$ cat src/rtl/psmac_pkg.sv
// Shared definitions for the packed-precision MAC controller: precision and
// state encodings, datapath widths and OAFU sign-lane patterns.
package psmac_pkg;

    localparam int unsigned ACC_W = 32;
    localparam int unsigned LEN_W = 8;
    localparam int unsigned Y_W   = 16;

    typedef enum logic [1:0] {
        PREC_2B  = 2'd0,
        PREC_4B  = 2'd1,
        PREC_8B  = 2'd2,
        PREC_ILL = 2'd3
    } prec_e;

    typedef enum logic [1:0] {
        S_IDLE,
        S_RUN,
        S_DRAIN,
        S_DONE
    } state_e;

    // Per-OAFU-lane sign flags (nibble k = sx(k+1)), indexed by precision code
    localparam logic [15:0] SX_PAT [4] = '{16'hFFFF, 16'hAAAA, 16'h8888, 16'h0000};
    localparam logic [15:0] SY_PAT [4] = '{16'hFFFF, 16'hAAAA, 16'h8888, 16'h0000};

    // Returns {mode1, mode2} for a precision code
    function automatic logic [1:0] prec_modes(input prec_e p);
        logic [1:0] m;
        m = 2'b00;
        case (p)
            PREC_4B: m = 2'b10;
            PREC_8B: m = 2'b11;
            default: m = 2'b00;
        endcase
        return m;
    endfunction

endpackage

$ cat src/rtl/psmac_ctrl.sv
// Job controller for a packed-precision OAFU: accepts a job descriptor, streams
// operand words to the OAFU and accumulates its registered results.
module psmac_ctrl
    import psmac_pkg::*;
(
    input  logic               clk,
    input  logic               rst,
    input  logic               cfg_valid,
    output logic               cfg_ready,
    input  logic [1:0]         cfg_prec,
    input  logic               cfg_signed,
    input  logic [LEN_W-1:0]   cfg_len,
    input  logic               in_valid,
    output logic               in_ready,
    input  logic [31:0]        in_ip,
    input  logic [31:0]        in_wt,
    output logic [31:0]        mac_ip,
    output logic [31:0]        mac_wt,
    output logic [15:0]        mac_sx,
    output logic [15:0]        mac_sy,
    output logic               mac_mode1,
    output logic               mac_mode2,
    input  logic signed [15:0] mac_y,
    output logic               out_valid,
    input  logic               out_ready,
    output logic signed [ACC_W-1:0] out_acc,
    output logic               out_err,
    output logic               busy
);

    state_e             state, state_nx;
    logic [LEN_W-1:0]   remaining;
    logic [ACC_W-1:0]   acc;
    logic               issue_v, y_v, err;
    logic               cfg_hs, in_hs, out_hs, cfg_bad, last_word, final_acc;

    always_comb begin
        cfg_ready = (state == S_IDLE);
        in_ready  = (state == S_RUN) && (remaining != '0);
        out_valid = (state == S_DONE);
        busy      = (state != S_IDLE);
        cfg_hs    = cfg_valid && cfg_ready;
        in_hs     = in_valid && in_ready;
        out_hs    = out_valid && out_ready;
        cfg_bad   = (prec_e'(cfg_prec) == PREC_ILL) || (cfg_len == '0);
        last_word = in_hs && (remaining == LEN_W'(1));
        // Final result lands once the last issued word has left the y stage
        final_acc = (state == S_DRAIN) && y_v && !issue_v;
        state_nx  = state;
        case (state)
            S_IDLE:  if (cfg_hs)    state_nx = cfg_bad ? S_DONE : S_RUN;
            S_RUN:   if (last_word) state_nx = S_DRAIN;
            S_DRAIN: if (final_acc) state_nx = S_DONE;
            S_DONE:  if (out_hs)    state_nx = S_IDLE;
            default:                state_nx = S_IDLE;
        endcase
    end

    always_ff @(posedge clk) begin
        if (rst) state <= S_IDLE;
        else     state <= state_nx;
    end

    always_ff @(posedge clk) begin
        if (rst) begin
            remaining <= '0;
            acc       <= '0;
            err       <= 1'b0;
            issue_v   <= 1'b0;
            y_v       <= 1'b0;
            mac_ip    <= '0;
            mac_wt    <= '0;
            mac_sx    <= '0;
            mac_sy    <= '0;
            mac_mode1 <= 1'b0;
            mac_mode2 <= 1'b0;
        end else begin
            issue_v <= in_hs;
            y_v     <= issue_v;
            if (in_hs) begin
                mac_ip    <= in_ip;
                mac_wt    <= in_wt;
                remaining <= remaining - LEN_W'(1);
            end
            if (cfg_hs) begin
                remaining              <= cfg_bad ? '0 : cfg_len;
                acc                    <= '0;
                err                    <= cfg_bad;
                {mac_mode1, mac_mode2} <= prec_modes(prec_e'(cfg_prec));
                mac_sx                 <= cfg_signed ? SX_PAT[cfg_prec] : '0;
                mac_sy                 <= cfg_signed ? SY_PAT[cfg_prec] : '0;
            end else if (y_v) begin
                acc <= acc + {{(ACC_W-Y_W){mac_y[15]}}, mac_y};
            end
        end
    end

    assign out_acc = acc;
    assign out_err = err;

endmodule

$ cat config.mk
export PLATFORM = sky130hd
export DESIGN_NAME = psmac_ctrl
export DESIGN_NICKNAME = d
export VERILOG_FILES = /design/src/rtl/psmac_pkg.sv /design/src/rtl/psmac_ctrl.sv
export SDC_FILE = /design/constraint.sdc
export NUM_CORES = 1
export LEC_CHECK = 0
export ABC_AREA = 1
export CORE_MARGIN = 8
export CORE_UTILIZATION = 52
export CTS_BUF_LIST = sky130_fd_sc_hd__clkbuf_4 sky130_fd_sc_hd__clkbuf_8
export CTS_CLUSTER_DIAMETER = 40
export DETAILED_ROUTE_END_ITERATION = 12
export GPL_TIMING_DRIVEN = 0
export PLACE_DENSITY = 0.89
export SKIP_CTS_REPAIR_TIMING = 1
export SLEW_MARGIN = 0
export SYNTH_ARGS = -nofsm -noshare
export SYNTH_HDL_FRONTEND = slang
export SYNTH_SLANG_ARGS = --single-unit
$ cat constraint.sdc
create_clock -name clk -period 3.95 [get_ports clk]
set_input_delay 0.5925 -clock clk [delete_from_list [all_inputs] [get_ports clk]]
set_output_delay 0.5925 -clock clk [all_outputs]
set_load 0.03 [all_outputs]
==> Implementation_results.wiki <==
{| class="wikitable"
! Metric !! Value
|-
| Number of clock buffers inserted by TritonCTS || 17
|-
| Setup violation total in the final timing report || 0
|-
| CTS clk-pin slew, worst paths || 0.07 ns
|-
| Worst hold start || issue_v
|-
| Startpoint types || flip-flop
|-
| Syn Nets || 1,275
|-
| Clock Latency Late Sink || 0.44 ns
|-
| Count of distinct cell types in the synthesized netlist || 31
|-
| Power per standard cell area || 421.0 nW/um^2
|-
| Die outline area || 17,780 sq um
|-
| Wire length of the first global-routing pass || 38,340 um
|-
| Pin slew with the least headroom to its limit || 0.8318 ns
|-
| Effective utilization at floorplan || 52.40%
|-
| Cell row count || 43
|-
| Number of levels in the clock H-tree || 4
|-
| Aggregate global routing overflow || 0
|-
| Leak || 4.791 nW
|-
| Met2 track utilization from global routing || 47.00%
|-
| VDD IR max || 0.3640 mV
|-
| Post-synthesis instance area || 7161 sq um
|-
| Storage cell area || 2282 sq um
|-
| Maximum buffer depth of the clock tree || 2
|-
| Met1 usage || 28.21%
|-
| Worst endpoint required time || 3.36 ns
|-
| Launch point of the worst path || remaining[0]
|-
| Final weighted congestion in routability-driven placement || 0.9225
|-
| WL/cell || 15.17 um
|-
| Crit path max-delay cell type || sky130_fd_sc_hd__clkdlybuf4s50_1
|-
| Yosys warnings || 0
|-
| Slew Viols, Final || 0
|-
| Number of nets in the layout || 1,523
|-
| Remaining number of nets flagged by the antenna check after routing || 0
|-
| Vert. Die Dim || 133.3 um
|-
| Buffers on Ports || 229
|-
| Share of post-route cells with drive strength above 1 || 6.017%
|-
| Final instance count without filler cells || 1,576
|-
| Max-capacitance violation count || 0
|-
| Launch instance of the worst register-to-register path || out_acc[0]
|-
| Worst min-delay path class || flip-flop to flip-flop
|-
| Sequential area share after synthesis || 31.87%
|-
| WP data arrival || 2.36 ns
|-
| Gate count of the mapped netlist || 1,137
|-
| Unrepaired setup endpoints after global routing || false
|-
| Drt drc || 0
|-
| DPL Wire Length || 18,860 um
|-
| Number of antenna violations at the first check in global routing || 0
|-
| Layout overhead on the synthesized area || 40.26%
|-
| Core Region || 13,670 sq um
|-
| Setup clock skew after layout || 0.006484 ns
|-
| Flip-flop and latch count after synthesis || 114
|-
| Most used flip-flop cell after synthesis || sky130_fd_sc_hd__dfxtp_1
|-
| Total negative slack for setup checks || 0 ns
|-
| Worst path cell trace || inv_1 -> ha_1 -> nand4_1 -> and2_4 -> buf_2 -> clkdlybuf4s50_1
|-
| Number of global-route vias before repair || 7,834
|-
| Die X-Extent || 133.3 um
|-
| Antenna diode count || 0
|-
| Delay contributed by the slowest stage of the critical path || 0.72 ns
|-
| Type of destination of the critical path || output pin
|-
| Category of the most critical setup path || flip-flop to output pin
|-
| Pwr Total || 4.228 mW
|-
| Routing layer with the top usage in global route || met2
|-
| Average cell area after synthesis || 6.298 sq um
|-
| Highest net fanout along the worst path || 10
|-
| Fraction of met3 tracks used by global routing || 9.036%
|-
| Top-level I/O count || 231
|-
| Proportion of synthesized flip-flops having asynchronous set or reset || 0%
|-
| EDFF count, synth || 0
|-
| Count of clock tree sinks || 114
|-
| Largest net degree at the start of global routing || 18
|-
| Multi-input gate area in the final layout || 3814 sq um
|-
| Reg2reg setup slack || 1.71 ns
|-
| FILL cells || 1,153
|-
| Maximum clock rate || 0.3392 GHz
|-
| Initial DRC count || 548
|-
| Result of the run || completed
|-
| Number of vias in the routed layout || 8,006
|-
| Vias per std cell || 5.080
|-
| Dpl cells || 1,546
|-
| Slew headroom || 44.38%
|-
| Number of hold-slack violations in the final timing report || 0
|-
| CTS tree || yes
|-
| Sum of routed wire length over all layers || 23,910 um
|-
| Part of the cycle the worst path needs || 74.64%
|-
| Global Route Usage Sum || 26.41%
|-
| Cell at the root of the clock tree || sky130_fd_sc_hd__clkbuf_8
|-
| Length of the first detailed-routing pass in iterations || 5
|-
| Final worst path period need || 2.948 ns
|}
==> cell type report <==
cell class,instances,share of cell area [%]
Clock inverter,11,1.159
Multi-Input combinational cell,787,37.97
Timing Repair Buffer,229,22.82
Tap cell,180,2.242
Buffer,70,4.398
Sequential cell,114,22.72
Clock buffer,19,2.479
Inverter,166,6.204
==> power by group <==
group	switching, mW	internal (mW)	leakage [nW]
combinational	1.06	0.703	3.68
sequential	0.117	1.30	0.924
clock	0.493	0.560	0.184
==> state kept, by name (all words and copies together) (netlist names), 2 cells and up <==
name / count
out_acc: 32
mac_wt: 32
remaining: 8
mac_sy: 3
state: 2
mac_ip: 32
==> cells in the mapped netlist (2+ instances only) <==
cell type	n	share of area (%)
sky130_fd_sc_hd__o21bai_1	3	0.31
sky130_fd_sc_hd__o21ai_0	32	2.2
sky130_fd_sc_hd__a31oi_1	8	0.70
sky130_fd_sc_hd__clkbuf_1	21	1.1
sky130_fd_sc_hd__dfxtp_1	114	32
sky130_fd_sc_hd__nand3_1	118	8.2
sky130_fd_sc_hd__a21oi_1	90	6.3
sky130_fd_sc_hd__buf_6	8	1.3
sky130_fd_sc_hd__inv_1	166	8.7
sky130_fd_sc_hd__nand2_2	2	0.17
sky130_fd_sc_hd__nand4_1	4	0.35
sky130_fd_sc_hd__nor3_1	5	0.35
sky130_fd_sc_hd__nand2_1	337	18
sky130_fd_sc_hd__buf_4	29	3.0
sky130_fd_sc_hd__xor2_1	14	1.7
sky130_fd_sc_hd__ha_1	41	7.2
sky130_fd_sc_hd__nor2_1	115	6.0
sky130_fd_sc_hd__nor4_1	2	0.17
sky130_fd_sc_hd__xnor2_1	3	0.37
sky130_fd_sc_hd__or2_2	4	0.35
sky130_fd_sc_hd__buf_1	4	0.21
sky130_fd_sc_hd__buf_2	8	0.56
==> per-stage QoR <==
step | util [%] | hold slack (ns) | cell area (sq um) | worst slack (ns)
finish | 73.49 | 0.4378 | 10040 | 1.002
global route | 73.49 | 0.4635 | 10040 | 0.9223
CTS | 73.49 | 0.4322 | 10040 | 0.9761
detailed placement | 70.82 | 0.4263 | 9678 | 0.7305
global placement | 70.82 | 0.4201 | 9678 | 0.7603
floorplan | - | 0.4096 | 7161 | 1.874
==> cells in the final DEF (no fill, tap or decap), types with 5 or more instances in the layout <==
| cell | Yosys | final |
|---|---|---|
| sky130_fd_sc_hd__a21oi_1 | 90 | 90 |
| sky130_fd_sc_hd__o21ai_0 | 32 | 32 |
| sky130_fd_sc_hd__buf_4 | 29 | 29 |
| sky130_fd_sc_hd__nand3_1 | 118 | 118 |
| sky130_fd_sc_hd__nor3_1 | 5 | 5 |
| sky130_fd_sc_hd__nor2_1 | 115 | 115 |
| sky130_fd_sc_hd__clkbuf_8 | 0 | 17 |
| sky130_fd_sc_hd__ha_1 | 41 | 41 |
| sky130_fd_sc_hd__clkdlybuf4s50_1 | 0 | 229 |
| sky130_fd_sc_hd__nand2_1 | 337 | 337 |
| sky130_fd_sc_hd__dfxtp_1 | 114 | 114 |
| sky130_fd_sc_hd__clkbuf_1 | 21 | 21 |
| sky130_fd_sc_hd__buf_6 | 8 | 8 |
| sky130_fd_sc_hd__xor2_1 | 14 | 14 |
| sky130_fd_sc_hd__a31oi_1 | 8 | 8 |
| sky130_fd_sc_hd__clkinv_2 | 0 | 5 |
| sky130_fd_sc_hd__inv_1 | 166 | 166 |
| sky130_fd_sc_hd__buf_2 | 8 | 8 |
==> logic make-up after synthesis <==
family	after synthesis	synth area share [%]
xor gates and xnor gates	17	2.079
buffers and inverters	236	14.87
DFF	114	31.87
and+or+nand+nor	591	33.79
AOI/OAI and AO/OA	137	9.942
adders and majority gates	42	7.444
==> final timing paths <==
path,to,cells past startpoint
setup / recovery,in_ready,6
hold / removal,y_v,2
setup reg to reg,out_acc[20],12
hold reg to reg,y_v,2
==> layer usage <==
layer	up-vias	share of wire, %
met5	-	0
met4	0	3.0
met3	55	8.4
met2	277	50
met1	3651	39
li1	4023	-
==> worst max-delay path, delay by kind of cell, from the launching register on <==
kind          cells  cell delay [ns]
fa+ha+maj         1             0.22
simple gates      2             0.26
buf+inv           3             1.06
flops             1             0.36
Note: power is estimated with default switching activity, not from simulation.
==> edit: new RTL, same settings <==
The 4 states of `state_e` get a one-hot encoding in 4 bits.
--- a/src/rtl/psmac_pkg.sv
+++ b/src/rtl/psmac_pkg.sv
@@ -14,9 +14,9 @@
     } prec_e;
 
-    typedef enum logic [1:0] {
-        S_IDLE,
-        S_RUN,
-        S_DRAIN,
-        S_DONE
+    typedef enum logic [3:0] {
+        S_IDLE  = 4'b0001,
+        S_RUN   = 4'b0010,
+        S_DRAIN = 4'b0100,
+        S_DONE  = 4'b1000
     } state_e;
 
Check against the original RTL: same outputs for any inputs over 4 cycles, from zero or initial values and one cycle with rst high; so few cycles prove little.
==> edit against the original RTL <==
  * Sequential cell count is 2 higher
  * Synthesized area up 2.3%
  * Core utilization rose by 1.1 points
  * Cell area is 2.8% higher
  * Setup slack worse by 0.038 ns
  * Hold slack worse by 0.0063 ns
  * Wire length up 4.9%
  * Largest cell class unchanged
Power is not compared: it rests on default switching activity, and its combinational part moved more than twofold at a synthesized area within 25%.
==> edit: results (changes against the original RTL) <==
----------------------------------------------------
[GRT]
  All-layer global routing usage ... 0.276 (+0.0120)
  Met1 usage ... 0.280 (-0.00178)
  Number of antenna violations at the first check in global routing ... 0 (unchanged)
  Largest net degree at the start of global routing ... 18 (unchanged)
  Wire length of the first global-routing pass ... 40,100 µm (+4.6%)
  Global routing met3 resource utilization ... 0.114 (+0.0233)
  Met2 Use GR ... 0.474 (+0.00389)
  Via count of the first global-routing pass ... 7,974 (+1.8%)

[Clock network]
  Largest buffer count on any clock path ... 2 (unchanged)
  CTS H-tree lvls ... 4 (unchanged)
  Number of buffers created by CTS ... 17 (unchanged)
  Clock slew at reported path FFs ... 0.08 ns
  Clock insertion delay at the later pin of the skew report ... 0.46 ns (+0.02 ns)
  CTS Root Buffer Type ... clkbuf_8

[STA]
  Setup violations, final ... 0 (unchanged)
  Max-Slew Margin vs Limit ... 0.446 (+0.00252)
  Final worst clock skew ... 0.0139 ns (+0.00742 ns)

[Setup path]
  Crit Path Max Fanout ... 10 (unchanged)
  Delay-heaviest family, CP ... buffers and inverters
  Arrival @ worst endpoint ... 2.39 ns (+0.03 ns)
  Slowest stage cell, crit path ... clkdlybuf4s50_1
  Critical Path Max Stage Delay ... 0.71 ns
  Reg2Reg Depth ... 12 (unchanged)

[Power]
  Leakage power ... 4.86 nW
  Maximum vdd ir drop ... 322 µV
  Switching power share of the total ... 0.294

[Final layout]
  Number of fill cells in the layout ... 1,086 (-5.8%)
  Fraction of layout instances using a drive strength above 1 ... 0.0706 (+0.0104)
  Net total in the final layout ... 1,523 (unchanged)
  Final antenna diode count ... 0 (unchanged)

[Synthesis]
  Count of yosys warnings during synthesis ... 0 (unchanged)
  Count of cell types in the netlist ... 38 (+23%)
  Sequential element share of the synthesized area ... 0.317 (-0.00177)
  Largest cells by area after synthesis ... dfxtp_1, nand2_1, inv_1, nand3_1, a21oi_1
  Most instantiated cells after synthesis ... nand2_1, inv_1, dfxtp_1, nor2_1, nand3_1
  Synthesized area per cell ... 6.43 µm² (+2.1%)
  Cell type contributing the most total cell area after synthesis ... dfxtp_1
  Async SR Flop Fraction ... 0 (unchanged)
  Mapped Nets ... 1,274 (-0.078%)

[Placed design]
  Final Wtd Congestion ... 0.952 (+3.2%)
  Number of buffers added on ports ... 230 (+0.44%)
  Half-perimeter wire length after detailed placement ... 19,300 µm (+2.3%)
  Placed cell count ... 1,550 (+0.26%)

[Routing]
  Vias after detailed routing ... 7,980 (-0.32%)
  DR top layer ... met4
  Routed met2 length ... 12,000 µm (+1.5%)
  Routed Wire Length ... 25,100 µm (+4.9%)
  Drt pass-1 iters ... 5 (unchanged)
  Routed metal-1 wirelength ... 9370 µm (+0.28%)
  Violation count after the first detailed-routing iteration ... 491 (-10%)
  Routed length on met3 ... 2520 µm (+26%)
  WL per Instance ... 15.9 µm (+4.5%)

[Worst hold path]
  Hold path depth ... 2 (unchanged)
  Min-delay worst type ... register to register

[Status]
  Run status ... complete, no violations

----------------------------------------------------
## edit: path summary, 6_finish.rpt
| kind | startpoint | end | slack (ns) |
|---|---|---|---|
| max | remaining[0] | in_ready | 0.96 |
| min | issue_v | y_v | 0.43 |
| max reg2reg | out_acc[0] | out_acc[28] | 1.73 |
| min reg2reg | issue_v | y_v | 0.43 |
## edit: stage by stage
stage,util,setup slack (ns),cell area (µm²),total power [mW]
after floorplan,-,1.87,7330,1.61
after global placement,0.713,0.810,9850,1.85
after detailed placement,0.713,0.805,9850,1.86
after CTS,0.746,0.964,10300,3.18
after global routing,0.746,0.873,10300,3.29
final,0.746,0.964,10300,3.17
## edit: final cells by class
| class | instances | share of cell area |
|---|---|---|
| plain buffers | 70 | 0.0523 |
| clock buffers | 18 | 0.0234 |
| clock inverters | 14 | 0.0217 |
| inverters | 170 | 0.0618 |
| multi-input cells | 784 | 0.371 |
| flip-flops and latches | 116 | 0.225 |
| well taps | 180 | 0.0218 |
| repair buffers | 230 | 0.223 |
## edit: power groups by stage
stage	combinational, mW	sequential, mW	clock [mW]
final	0.617	1.23	1.33
after detailed placement	0.607	1.25	0
after global placement	0.594	1.25	0
after floorplan	0.333	1.28	0
after CTS	0.614	1.23	1.33
after global routing	0.671	1.23	1.39
## edit: logic make-up (layout without fill, tap and decap cells)
group	Yosys count	in the layout	share of synthesized area
buffers and inverters	240	502	0.161
AND/OR/NAND/NOR	584	584	0.332
XOR/XNOR	18	18	0.0215
flip-flops	116	116	0.317
AO/OA/AOI/OAI	144	144	0.103
adder cells (fa/ha/maj)	38	38	0.0659
## edit: worst min-delay path: stages (launching register included)
cell and delay, ns:
dfxtp_1 0.32, inv_1 0.05, nor2_1 0.03
